File: src/rtl/a_pkg.sv
// Shared defaults for the valid/stall pipeline chain and its sink.
package a_pkg;

    localparam int A_WORD  = 32;
    localparam int A_DEPTH = 4;

    function automatic int a_aw(input int depth);
        return (depth < 2) ? 1 : $clog2(depth);
    endfunction

endpackage

File: src/rtl/a_sink_ram.sv
// Sink FIFO storage: synchronous write, asynchronous read, no reset.
module a_sink_ram
    import a_pkg::*;
#(
    parameter int WORD  = A_WORD,
    parameter int DEPTH = A_DEPTH,
    localparam int AW   = a_aw(DEPTH)
) (
    input  logic            clk,
    input  logic            we,
    input  logic [AW-1:0]   waddr,
    input  logic [WORD-1:0] wdata,
    input  logic [AW-1:0]   raddr,
    output logic [WORD-1:0] rdata
);

    logic [WORD-1:0] mem [DEPTH];

    always_ff @(posedge clk) begin
        if (we) begin
            mem[waddr] <= wdata;
        end
    end

    assign rdata = mem[raddr];

endmodule

File: src/rtl/a_sink_fifo.sv
// Terminating consumer of the pipeline: stalls upstream when full and
// presents buffered words first-word-fall-through to a pop reader.
module a_sink_fifo
    import a_pkg::*;
#(
    parameter int WORD  = A_WORD,
    parameter int DEPTH = A_DEPTH,
    localparam int AW   = a_aw(DEPTH)
) (
    input  logic            clk,
    input  logic            rst,
    input  logic            v_i,
    input  logic [WORD-1:0] data_i,
    output logic            stall_o,
    output logic            v_o,
    output logic [WORD-1:0] data_o,
    input  logic            pop_i,
    output logic [AW:0]     count_o,
    output logic            err_o
);

    localparam logic [AW:0] FULL = (AW + 1)'(DEPTH);

    logic [AW-1:0]   wr_ptr;
    logic [AW-1:0]   rd_ptr;
    logic [AW:0]     count;
    logic            err;
    logic            push;
    logic            pop;
    logic [WORD-1:0] rdata;

    // Stall depends only on registered occupancy, never on pop_i.
    assign stall_o = (count == FULL);
    assign v_o     = (count != '0);
    assign push    = v_i & ~stall_o;
    assign pop     = pop_i & v_o;
    assign count_o = count;
    assign err_o   = err;
    assign data_o  = v_o ? rdata : '0;

    always_ff @(posedge clk or posedge rst) begin
        if (rst) begin
            wr_ptr <= '0;
            rd_ptr <= '0;
            count  <= '0;
            err    <= 1'b0;
        end else begin
            if (push) begin
                wr_ptr <= wr_ptr + 1'b1;
            end
            if (pop) begin
                rd_ptr <= rd_ptr + 1'b1;
            end
            if (push & ~pop) begin
                count <= count + 1'b1;
            end else if (pop & ~push) begin
                count <= count - 1'b1;
            end
            if (pop_i & ~v_o) begin
                err <= 1'b1;
            end
        end
    end

    a_sink_ram #(
        .WORD  (WORD),
        .DEPTH (DEPTH)
    ) u_ram (
        .clk   (clk),
        .we    (push),
        .waddr (wr_ptr),
        .wdata (data_i),
        .raddr (rd_ptr),
        .rdata (rdata)
    );

endmodule
File: config.mk
export PLATFORM = sky130hd
export DESIGN_NAME = a_sink_fifo
export DESIGN_NICKNAME = d
export VERILOG_FILES = /design/src/rtl/a_pkg.sv /design/src/rtl/a_sink_ram.sv /design/src/rtl/a_sink_fifo.sv
export SDC_FILE = /design/constraint.sdc
export NUM_CORES = 1
export LEC_CHECK = 0
export ABC_CLOCK_PERIOD_IN_PS = 3860
export CORE_AREA = 8 8 145 93
export CTS_BUF_LIST = sky130_fd_sc_hd__clkbuf_8
export DETAILED_ROUTE_END_ITERATION = 10
export DIE_AREA = 0 0 153 101
export GPL_ROUTABILITY_DRIVEN = 0
export GPL_TIMING_DRIVEN = 0
export PLACE_DENSITY_LB_ADDON = 0.15
export SYNTH_ARGS = -nofsm -noshare
export SYNTH_HDL_FRONTEND = slang
export SYNTH_HIERARCHICAL = 1
export SYNTH_SLANG_ARGS = --single-unit
File: constraint.sdc
create_clock -name clk -period 3.86 [get_ports clk]
set_clock_uncertainty 0.1 [all_clocks]
set_input_delay 0.772 -clock clk [delete_from_list [all_inputs] [get_ports clk]]
set_output_delay 0.772 -clock clk [all_outputs]
set_load 0.01 [all_outputs]
**Yosys cells after proc, flatten, opt, wreduce, memory -nomap -nowiden**

Memories as Yosys holds them, arrays and structs flattened.
Index checks and enable logic that the tools add are counted.

- Register bits after elaboration: 8
- Latch bits: 0
- Memory bits (writable): 128
- Memory bits (read-only): 0
- Input port bits: 36
- Output and inout bits: 38
- Logic and storage cells: 26
- Memories kept: 1

Memory list:

| name | depth | bits a word | rd ports | clocked after Yosys merged registers in | wr ports | line | text |
|---|---|---|---|---|---|---|---|
| u_ram.mem | 4 | 32 | 1 | 0 | 1 | a_sink_ram.sv:17 | `logic [WORD-1:0] mem [DEPTH];` |

- $add $sub $neg: 4
- Multipliers: 0
- Divide/modulo/power cells: 0
- $lt $le $gt $ge: 0
- Eq/ne operators: 1
- Shifts and indexed selects: 0
- Mux-type cells: 5
- Bitwise operators: 9
- Reductions and logical operators: 2

Operator list:

| kind | number |
|---|---|
| 32-bit 2-to-1 mux | 1 |
| 3-bit 2-to-1 mux | 2 |
| 1-bit bitwise AND | 5 |
| 2-bit by 1-bit adder with 2-bit output (second input constant) | 2 |
| 1-bit NOT | 4 |
| 3-bit by 1-bit adder with 3-bit output (second input constant) | 1 |
| 3-bit == test (second input constant) | 1 |
| 3-bit nonzero test | 1 |
| 3-bit by 1-bit subtractor with 3-bit output (second input constant) | 1 |
| 1-bit 2-to-1 mux | 2 |
| 2-bit nonzero test | 1 |

**Longest topological paths before layout**

Gate-level depths: netlist of the first run.

- Word-level depth: 7
- Mapped depth: 9
- Mapped depth without buffers: 8

**Modules after synthesis**

Netlist of the first run, hierarchy kept.

By module, submodules not included:

| module | times used | cells an instance | area each (sq um) | seq. area each (sq um) |
|---|---|---|---|---|
| a_sink_ram | 1 | 171 | 4689.5 | 3843.7 |
| a_sink_fifo | 1 | 66 | 669.4 | 200.2 |

**Worst setup path before layout of the first run**

Ideal clock, no wire load.

- Path type: input to register
- From: input port v_i
- To: memory u_ram/mem[0][0] in the netlist's numbering (enable)
- Setup time: 0.468 ns
- Arrival: 3.384 ns
- Required time: 3.292 ns
- Path slack: -0.092 ns
- Stages: 2
- Buffers on the path: 0
- Cell sequence: and2_1 > nor3b_1

- Longest elaborated chain between the ends: 3

Ends and longest elaborated chain:

| what | line | text |
|---|---|---|
| from (decl) | a_sink_fifo.sv:12 | `input logic v_i,` |
| 1-bit bitwise AND | a_sink_fifo.sv:35 | `assign push = v_i & ~stall_o;` |
| 1-bit 2-to-1 mux | a_sink_ram.sv:20 | `if (we) begin` |
| 1-bit 2-to-1 mux (not written as such) | a_sink_ram.sv:21 | `mem[waddr] <= wdata;` |
| to (decl) | a_sink_ram.sv:17 |  |

No other way between the ends.

**Worst setup path after layout of the first run**

- From: register rd_ptr[0]
- To: output port data_o[22]

- Longest elaborated chain between the ends: 2

Ends and longest elaborated chain:

| what | line | text |
|---|---|---|
| from (decl) | a_sink_fifo.sv:25 | `logic [AW-1:0] rd_ptr;` |
| from (signal assigned) | a_sink_fifo.sv:52 | `rd_ptr <= rd_ptr + 1'b1;` |
| memory 4 x 32 bit | -- |  |
| via rdata[22] | a_sink_fifo.sv:30 | `logic [WORD-1:0] rdata;` |
| 32-bit 2-to-1 mux | a_sink_fifo.sv:39 | `assign data_o = v_o ? rdata : '0;` |
| to (decl) | a_sink_fifo.sv:16 | `output logic [WORD-1:0] data_o,` |

The timed path passes the listed nets, and every way through them passes these cells.

==> impl_metrics.toml, run 1 <==
[floorplanning]
ioPinCount = 74
die_area_sq_mm = 0.0155
initial_utilization_pct = 46.5
die_height_um = 101
design.core.area_sq_mm = 0.0115
placement_rows = 31
dieWidth_um = 153

[placed_design]
dp_worst_setup_slack_ps = 993
placed_area_sq_mm = 0.00632
port-buffer-count = 73
dp_hpwl_um = 6160

[grt]
grt_antenna_before_repair = 0
grt_pass1_wl_um = 15200
pin_count_of_the_biggest_net_entering_global_routing = 33
groute.usage.overall_pct = 13.5
globalRoute.totalOverflow = 0
via_count_of_the_first_global_routing_pass = 2792

[route]
num_vias = 2486
wire_per_inst_um = 19.6
dr.first_iter.drc_count = 119
first_pass_iters = 4
drt-vias-per-instance = 5.06
post-route-drc-count = 0
antenna_violating_nets_post_route = 0
drt-total-wl_um = 9610

[pwr]
power.density_cell_area_mw_per_mm2 = 796
vdd_ir_drop_max_uv = 316
leakagePower_nw = 2.25

[clock_tree]
clk_transition_reported_paths_ps = 70
numCtsBuffers = 17
cts_tree = "yes"
clk_latency_ps = 420
post_cts_resized = 0
h_tree_level_count = 4
cts.repair_timing.setup_buffer_count = 0
cts_buffer_depth = 2
cts_sinks = 136
cts-hold-fix-buffers = 0
cts_root_buf = "sky130_fd_sc_hd__clkbuf_8"

[setup_path]
critical-path-max-stage-delay_ps = 500
critical-path-top-delay-family = "buffers and inverters"
setup.worst_path.start_class = "register"
reg2regPathDepth = 6
worstSetupPathDepth = 5
crit_chain = "buf_6 > buf_12 > mux4_2 > and2_4 > clkdlybuf4s50_1"
worst-path-buf-inv = 3
worst-path-max-fanout = 10
timing.critical_path.arrival_ps = 2310
setup_crit_end_kind = "output pin"
worst_path_max_delay_cell = "sky130_fd_sc_hd__mux4_2"
setup.worst_path.class = "reg2out"
cp.required_ps = 2990

[finish]
nets = 369
layout_common_cells = "128 x sky130_fd_sc_hd__edfxtp_1, 73 x sky130_fd_sc_hd__clkdlybuf4s50_1, 30 x sky130_fd_sc_hd__mux4_2, 23 x sky130_fd_sc_hd__and2_4, 17 x sky130_fd_sc_hd__clkbuf_8"
sequential_cell_area_sq_mm = 0.00404
area_growth_syn_to_layout_pct = 24.7
fraction_of_final_layout_cells_sized_beyond_drive_strength_1_pct = 29.7
layout.filler_cells = 857
diodes = 0
design_area_sq_mm = 0.00668
commonest_non_fill_non_tap_cell_in_the_layout = "sky130_fd_sc_hd__edfxtp_1"
multi_input_area_sq_mm = 0.00118

[job]
drv_cap = 0

[timing]
layout_setup_ws_ps = 676
finalCriticalPeriod_ps = 3180
grt_setup_unrepaired = "false"
max_freq_mhz = 314
slew_viols_final = 0
timing.final.setup_violations = 0
worstMarginPinSlew_ps = 900
maxSlewHeadroom_pct = 40.0
min_period_over_period_pct = 82.5
finalHoldViolCount = 0

[hold_path]
timing.hold.worst.class = "reg2reg"
whs_path_depth = 1

[logic_synthesis]
synthesis.nets = 275
synth_seq_cells = 136
seq_area_frac_synth_pct = 75.5
synth.cell_area_sq_mm = 0.00536
synth.lib_cells_used.distinct = 24
synth-warning-count = 6
post_synthesis_cells = 237
avgSynthCellArea_sq_um = 22.6

[outcome]
result_of_the_run = "finished, final reports clean"
-- kinds of logic after synthesis --
group / Yosys count / synth area share (%)
mux: 33 / 13.8
fa+ha+maj: 2 / 0.607
compound gates: 1 / 0.140
buf+inv: 15 / 2.73
xor+xnor: 7 / 1.14
simple gates: 43 / 6.12
flops: 136 / 75.5
-- per-stage QoR --
step	hold WS (ps)	cells	setup TNS, ps	total power, W	utilization, %
after floorplan	387	237	0	0.00342	-
after global placement	359	458	-13360	0.00431	54.5
after detailed placement	367	460	0	0.00436	54.9
after CTS	386	491	0	0.00542	58.0
after global routing	400	491	0	0.00561	58.0
final	379	491	0	0.00532	58.0
-- path summary, 6_finish.rpt --
check                                       start                      to  slack, ps
max                         rd_ptr[0]$_DFFE_PP0P_              data_o[22]        680
min                             err_o$_DFFE_PP0P_       err_o$_DFFE_PP0P_        380
max reg2reg                count_o[0]$_DFFE_PP0P_  count_o[1]$_DFFE_PP0P_       1470
min reg2reg                     err_o$_DFFE_PP0P_       err_o$_DFFE_PP0P_        380
max in group asynchronous                     rst  count_o[0]$_DFFE_PP0P_       2920
min in group asynchronous                     rst   wr_ptr[1]$_DFFE_PP0P_        500
-- registers in the layout (all words and copies together) (netlist names) --
register and flops:
count_o 3, err_o 1, wr_ptr 2, rd_ptr 2
u_ram/mem 128
-- Yosys cell counts --
cell / n / share of area [%]
sky130_fd_sc_hd__buf_12: 3 / 1.1
sky130_fd_sc_hd__and2_1: 10 / 1.2
sky130_fd_sc_hd__nand3_1: 2 / 0.19
sky130_fd_sc_hd__buf_6: 5 / 1.1
sky130_fd_sc_hd__nand2_1: 1 / 0.070
sky130_fd_sc_hd__mux4_1: 2 / 0.98
sky130_fd_sc_hd__nor2_1: 1 / 0.070
sky130_fd_sc_hd__and2_4: 23 / 3.8
sky130_fd_sc_hd__and3b_1: 2 / 0.33
sky130_fd_sc_hd__or3_1: 1 / 0.12
sky130_fd_sc_hd__xnor2_1: 4 / 0.65
sky130_fd_sc_hd__mux4_2: 30 / 13
sky130_fd_sc_hd__buf_2: 3 / 0.28
sky130_fd_sc_hd__ha_1: 1 / 0.23
sky130_fd_sc_hd__nor3b_1: 1 / 0.14
sky130_fd_sc_hd__inv_1: 4 / 0.28
sky130_fd_sc_hd__mux2_2: 1 / 0.21
sky130_fd_sc_hd__or3b_1: 1 / 0.16
sky130_fd_sc_hd__and3_1: 1 / 0.12
sky130_fd_sc_hd__fa_1: 1 / 0.37
sky130_fd_sc_hd__edfxtp_1: 128 / 72
sky130_fd_sc_hd__o21bai_1: 1 / 0.14
sky130_fd_sc_hd__dfrtp_1: 8 / 3.7
sky130_fd_sc_hd__xor2_1: 3 / 0.49
-- area by class of cell --
cell class,count,area share (%)
Buffer,11,1.97
Timing Repair Buffer,75,11.4
Sequential cell,136,60.5
Clock buffer,17,3.50
Clock inverter,14,1.91
Multi-Input combinational cell,86,17.7
Inverter,4,0.225
Tap cell,148,2.77
-- metal layers --
layer  vias to the layer above  GRT usage, %  share of wire [%]  wire length [um]
met1                      1284          15.5                 44              4230
met5                         -             0                  0                 0
met3                        10          4.62                4.5               430
met2                        49          22.5                 50              4830
met4                         0          6.58                1.2               116
li1                       1143             -                  -                 -
-- report_power, final --
group          leakage [nW]  total (W)  internal, W  switching (W)
registers              1.26    0.00207      0.00196       0.000110
logic                 0.815    0.00220      0.00131       0.000886
clock network         0.175    0.00105     0.000509       0.000542
(Power assumes the default switching activity.)
==> run 2, diff against run 1 <==
--- a/config.mk
+++ b/config.mk
@@ -5,7 +5,7 @@
 export SDC_FILE = /design/constraint.sdc
 export NUM_CORES = 1
 export LEC_CHECK = 0
-export ABC_CLOCK_PERIOD_IN_PS = 3860
+export ABC_CLOCK_PERIOD_IN_PS = 2700
 export CORE_AREA = 8 8 145 93
 export CTS_BUF_LIST = sky130_fd_sc_hd__clkbuf_8
 export DETAILED_ROUTE_END_ITERATION = 10
==> constraint.sdc (replaced) <==
create_clock -name clk -period 2.7 [get_ports clk]
set_clock_uncertainty 0.1 [all_clocks]
set_input_delay 0.54 -clock clk [delete_from_list [all_inputs] [get_ports clk]]
set_output_delay 0.54 -clock clk [all_outputs]
set_load 0.01 [all_outputs]
==> run 2 against run 1 <==
Against the previous run:
- critical path depth increased by 1
- wire length increased by 3.0%
- total power rose by 46%
- utilization increased by 0.77 points
- first-iteration DRC count down 14%
- clock power is 43% higher
- setup slack got worse by 600 ps
- register-to-register slack worse by 1200 ps
- sequential share of layout area shrank 0.78 points
- critical path type unchanged
- critical endpoint is now data_o[3]
- largest cell class unchanged
==> impl_metrics.toml, run 2 (same netlist as run 1, synthesis figures left out) <==
[route]
wire_per_inst_um = 19.7
post-route-drc-count = 0
num_vias = 2523
first_pass_iters = 4
drt-total-wl_um = 9900
dr.first_iter.drc_count = 102
antenna_violating_nets_post_route = 0
drt-vias-per-instance = 5.03

[outcome]
result_of_the_run = "finished, final reports clean"

[job]
drv_cap = 0

[finish]
fraction_of_final_layout_cells_sized_beyond_drive_strength_1_pct = 42.9
layout.filler_cells = 857
area_growth_syn_to_layout_pct = 26.3
diodes = 0
commonest_non_fill_non_tap_cell_in_the_layout = "sky130_fd_sc_hd__edfxtp_1"
layoutNonFillerInstCount = 502
nets = 380
largest_register_ffs = 128
layout_common_cells = "128 x sky130_fd_sc_hd__edfxtp_1, 40 x sky130_fd_sc_hd__clkdlybuf4s50_1, 31 x sky130_fd_sc_hd__mux4_2, 30 x sky130_fd_sc_hd__and2_4"
register_with_the_most_flip_flops = "u_ram/mem"

[setup_path]
timing.critical_path.arrival_ps = 1990
setup.worst_path.start_class = "register"
worst-path-max-fanout = 5
cp.required_ps = 2060
setup_crit_end_kind = "output pin"
setup.worst_path.class = "reg2out"

[timing]
timing.setup.tns_ps = 0
maxSlewHeadroom_pct = 40.0
timing.final.setup_violations = 0
layout_setup_ws_ps = 72.1
finalCriticalPeriod_ps = 2630
worstMarginPinSlew_ps = 899
min_period_over_period_pct = 97.3
grt_setup_unrepaired = "true"
finalHoldViolCount = 0
max_freq_mhz = 381
whs_ps = 265
slew_viols_final = 0

[clock_tree]
clk_latency_ps = 420
cts_buffer_depth = 2
cts_sinks = 136
cts_tree = "yes"
numCtsBuffers = 17
cts-hold-fix-buffers = 0
clk_transition_reported_paths_ps = 70
h_tree_level_count = 4
cts_root_buf = "sky130_fd_sc_hd__clkbuf_8"

[placed_design]
dpl.cell_count = 460
dp_hpwl_um = 6160
port-buffer-count = 73
dp_worst_setup_slack_ps = 64.7

[grt]
via_count_of_the_first_global_routing_pass = 2839
pin_count_of_the_biggest_net_entering_global_routing = 33
grt_pass1_wl_um = 15500
globalRoute.totalOverflow = 0
grt_antenna_before_repair = 0
groute.usage.overall_pct = 13.7

[floorplanning]
initial_utilization_pct = 46.5
dieWidth_um = 153
die_height_um = 101
die_area_sq_mm = 0.0155
design.core.area_sq_mm = 0.0115
ioPinCount = 74
placement_rows = 31

[pwr]
final_power_w = 0.00776
leakagePower_nw = 2.38
vdd_ir_drop_max_uv = 410
power.density_cell_area_mw_per_mm2 = 1150

[hold_path]
timing.hold.worst.class = "in2async"
[run 2: path summary, 6_finish.rpt]
path | cells past startpoint | to | slack [ps] | startpoint
setup / recovery | 6 | data_o[3] | 70 | rd_ptr[0]$_DFFE_PP0P_
hold / removal | 2 | wr_ptr[1]$_DFFE_PP0P_ | 270 | rst
setup reg to reg | 6 | count_o[1]$_DFFE_PP0P_ | 320 | count_o[0]$_DFFE_PP0P_
hold reg to reg | 1 | err_o$_DFFE_PP0P_ | 380 | err_o$_DFFE_PP0P_
max in group asynchronous | 2 | count_o[0]$_DFFE_PP0P_ | 1970 | rst
min in group clk | 1 | err_o$_DFFE_PP0P_ | 380 | err_o$_DFFE_PP0P_
[run 2: through the flow]
stage | cell area, sq um | util, %
after global placement | 6280 | 54.5
after global routing | 6770 | 58.8
after detailed placement | 6320 | 54.9
after floorplan | 5360 | -
final | 6770 | 58.8
after CTS | 6740 | 58.5
[run 2: cell type report]
type / instances / area [sq um] / share of cell area (%)
inverters: 4 / 15.0 / 0.222
clock buffers: 17 / 234 / 3.46
plain buffers: 10 / 114 / 1.68
flip-flops and latches: 136 / 4050 / 59.7
well taps: 148 / 185 / 2.74
multi-input cells: 86 / 1200 / 17.7
repair buffers: 87 / 852 / 12.6
clock inverters: 14 / 128 / 1.89
[run 2: timing repair]
item,4_1_cts,5_1_grt
endpoints found under the hold margin,0,0
cloned,0,1
buffers inserted,9,2
resized for setup,139,8
endpoints found under the setup margin,33,29
[run 2: routing by layer]
metal	wire length [um]	part of all wire, %	vias up	global-route usage, %
li1	-	-	1167	-
met2	4920	50	59	22.8
met5	0	0	-	0
met3	460	4.6	8	4.49
met1	4420	45	1289	15.9
met4	101	1.0	0	6.58
[run 2: where the power goes]
| group | total, W | internal, W | leakage (nW) | switching (W) |
|---|---|---|---|---|
| combinational | 0.00330 | 0.00194 | 0.941 | 0.00136 |
| sequential | 0.00296 | 0.00280 | 1.26 | 0.000155 |
| clock | 0.00150 | 0.000727 | 0.175 | 0.000777 |
[run 2: critical path, stage by stage (launching register included)]
cell,delay (ps)
sky130_fd_sc_hd__dfrtp_1,380
sky130_fd_sc_hd__buf_6,150
sky130_fd_sc_hd__buf_6,130
sky130_fd_sc_hd__clkbuf_16,150
sky130_fd_sc_hd__mux4_2,490
sky130_fd_sc_hd__and2_4,150
sky130_fd_sc_hd__clkbuf_2,120
==> run 3, diff against run 2 <==
--- a/config.mk
+++ b/config.mk
@@ -5,7 +5,7 @@
 export SDC_FILE = /design/constraint.sdc
 export NUM_CORES = 1
 export LEC_CHECK = 0
-export ABC_CLOCK_PERIOD_IN_PS = 2700
+export ABC_CLOCK_PERIOD_IN_PS = 2300
 export CORE_AREA = 8 8 145 93
 export CTS_BUF_LIST = sky130_fd_sc_hd__clkbuf_8
 export DETAILED_ROUTE_END_ITERATION = 10
==> constraint.sdc (replaced) <==
create_clock -name clk -period 2.3 [get_ports clk]
set_clock_uncertainty 0.1 [all_clocks]
set_input_delay 0.46 -clock clk [delete_from_list [all_inputs] [get_ports clk]]
set_output_delay 0.46 -clock clk [all_outputs]
set_load 0.01 [all_outputs]
==> run 3 against run 2 <==
Against the previous run:
- register-to-register slack lost 310 ps
- first-iteration DRC count rose by 47%
- largest cell class unchanged
- worst hold slack worse by 77 ps
- critical path type unchanged
- the run now ends with setup timing left
==> impl_metrics.toml, run 3 (same netlist as run 1, synthesis figures left out) <==
[timing]
slew_viols_final = 0
whs_ps = 188
grt_setup_unrepaired = "true"
worstMarginPinSlew_ps = 940
timing.final.setup_violations = 32
timing.setup.tns_ps = -5880
finalHoldViolCount = 0
maxSlewHeadroom_pct = 37.3
max_freq_mhz = 396
finalCriticalPeriod_ps = 2530
min_period_over_period_pct = 110
layout_setup_ws_ps = -228

[setup_path]
setup.worst_path.class = "reg2out"
crit-reg2reg-capture = "count_o[2]$_DFFE_PP0P_"
worst-path-max-fanout = 8
setup.worst_path.start_class = "register"
reg2regPathDepth = 10
timing.critical_path.arrival_ps = 1970
setup_crit_end_kind = "output pin"
worstReg2RegStart = "count_o[0]$_DFFE_PP0P_"
cp.required_ps = 1740
timing.reg2reg.setup_slack_ps = 10

[finish]
register_with_the_most_flip_flops = "u_ram/mem"
layout_common_cells = "128 x sky130_fd_sc_hd__edfxtp_1, 43 x sky130_fd_sc_hd__buf_6, 39 x sky130_fd_sc_hd__clkdlybuf4s50_1, 33 x sky130_fd_sc_hd__and2_4, 32 x sky130_fd_sc_hd__mux4_2"
design_area_sq_mm = 0.00706
layout.filler_cells = 830
sequential_cell_area_sq_mm = 0.00405
multi_input_area_sq_mm = 0.00123
diodes = 0
area_growth_syn_to_layout_pct = 31.8
commonest_non_fill_non_tap_cell_in_the_layout = "sky130_fd_sc_hd__edfxtp_1"
fraction_of_final_layout_cells_sized_beyond_drive_strength_1_pct = 48.0
largest_register_ffs = 128
nets = 393

[pwr]
final_power_w = 0.00989
power.density_cell_area_mw_per_mm2 = 1400
leakagePower_nw = 2.51
vdd_ir_drop_max_uv = 624

[placed_design]
dp_worst_setup_slack_ps = -282
port-buffer-count = 73
placed_area_sq_mm = 0.00633
dp_hpwl_um = 6010

[job]
drv_cap = 0

[clock_tree]
h_tree_level_count = 4
cts_root_buf = "sky130_fd_sc_hd__clkbuf_8"
cts_buffer_depth = 2
cts_tree = "yes"
numCtsBuffers = 17
cts-hold-fix-buffers = 0
clk_transition_reported_paths_ps = 80
clk_latency_ps = 430
cts_sinks = 136

[hold_path]
timing.hold.worst.class = "in2async"

[route]
dr.first_iter.drc_count = 150
post-route-drc-count = 0
drt-vias-per-instance = 5.02
wire_per_inst_um = 19.5
antenna_violating_nets_post_route = 0
drt-total-wl_um = 10000
first_pass_iters = 4
num_vias = 2586

[grt]
grt_antenna_before_repair = 0
globalRoute.totalOverflow = 0
groute.usage.overall_pct = 14.1
pin_count_of_the_biggest_net_entering_global_routing = 33
via_count_of_the_first_global_routing_pass = 2780
grt_pass1_wl_um = 15900

[floorplanning]
placement_rows = 31
design.core.area_sq_mm = 0.0115
initial_utilization_pct = 46.5
ioPinCount = 74
die_height_um = 101
die_area_sq_mm = 0.0155
dieWidth_um = 153

[outcome]
violations_in_the_final_reports = "setup timing"
result_of_the_run = "complete, but fails checks"
run 3: critical path: stages (launching register included):
cell                      delay (ps)
sky130_fd_sc_hd__dfrtp_1         370
sky130_fd_sc_hd__buf_6           150
sky130_fd_sc_hd__buf_12          140
sky130_fd_sc_hd__buf_8           100
sky130_fd_sc_hd__mux4_2          490
sky130_fd_sc_hd__and2_4          160
sky130_fd_sc_hd__buf_6           110
run 3: power by group:
group | total, W | internal, W | leakage [nW] | switching [W]
Clock | 0.00195 | 0.000989 | 0.193 | 0.000960
Combinational | 0.00449 | 0.00276 | 1.05 | 0.00172
Sequential | 0.00346 | 0.00329 | 1.26 | 0.000167
Total | 0.00989 | 0.00704 | 2.51 | 0.00285
run 3: per-stage QoR:
stage / util (%) / cells
2_1_floorplan: - / 237
3_3_place_gp: 54.6 / 458
3_5_place_dp: 55.0 / 460
4_1_cts: 60.4 / 511
5_1_grt: 61.3 / 515
6_report: 61.3 / 515
run 3: worst max path at each step:
stage,from,end
after floorplan,count_o[0]$_DFFE_PP0P_,u_ram/mem[0][0]$_DFFE_PP_
after global placement,v_i,u_ram/mem[0][23]$_DFFE_PP_
after detailed placement,v_i,u_ram/mem[0][14]$_DFFE_PP_
after CTS,rd_ptr[0]$_DFFE_PP0P_,data_o[8]
after global routing,rd_ptr[0]$_DFFE_PP0P_,data_o[21]
final,rd_ptr[0]$_DFFE_PP0P_,data_o[25]
run 3: final cells by class:
| cell class | count | area share (%) |
|---|---|---|
| repair buffers | 99 | 14.8 |
| flip-flops and latches | 136 | 57.3 |
| plain buffers | 11 | 2.11 |
| multi-input cells | 86 | 17.4 |
| clock inverters | 14 | 2.32 |
| inverters | 4 | 0.213 |
| well taps | 148 | 2.62 |
| clock buffers | 17 | 3.31 |
run 3: routing by layer:
layer | GRT usage (%) | routed length, um
met1 | 17.2 | 4490
met5 | 0 | 0
met2 | 22.2 | 4870
met4 | 2.95 | 41
met3 | 7.11 | 624
run 3: what timing repair did:
action / CTS / global route
gates cloned: 2 / 0
pin swaps: 0 / 4
setup endpoints to repair: 36 / 146
gates resized for setup: 176 / 28
buffers inserted: 18 / 5
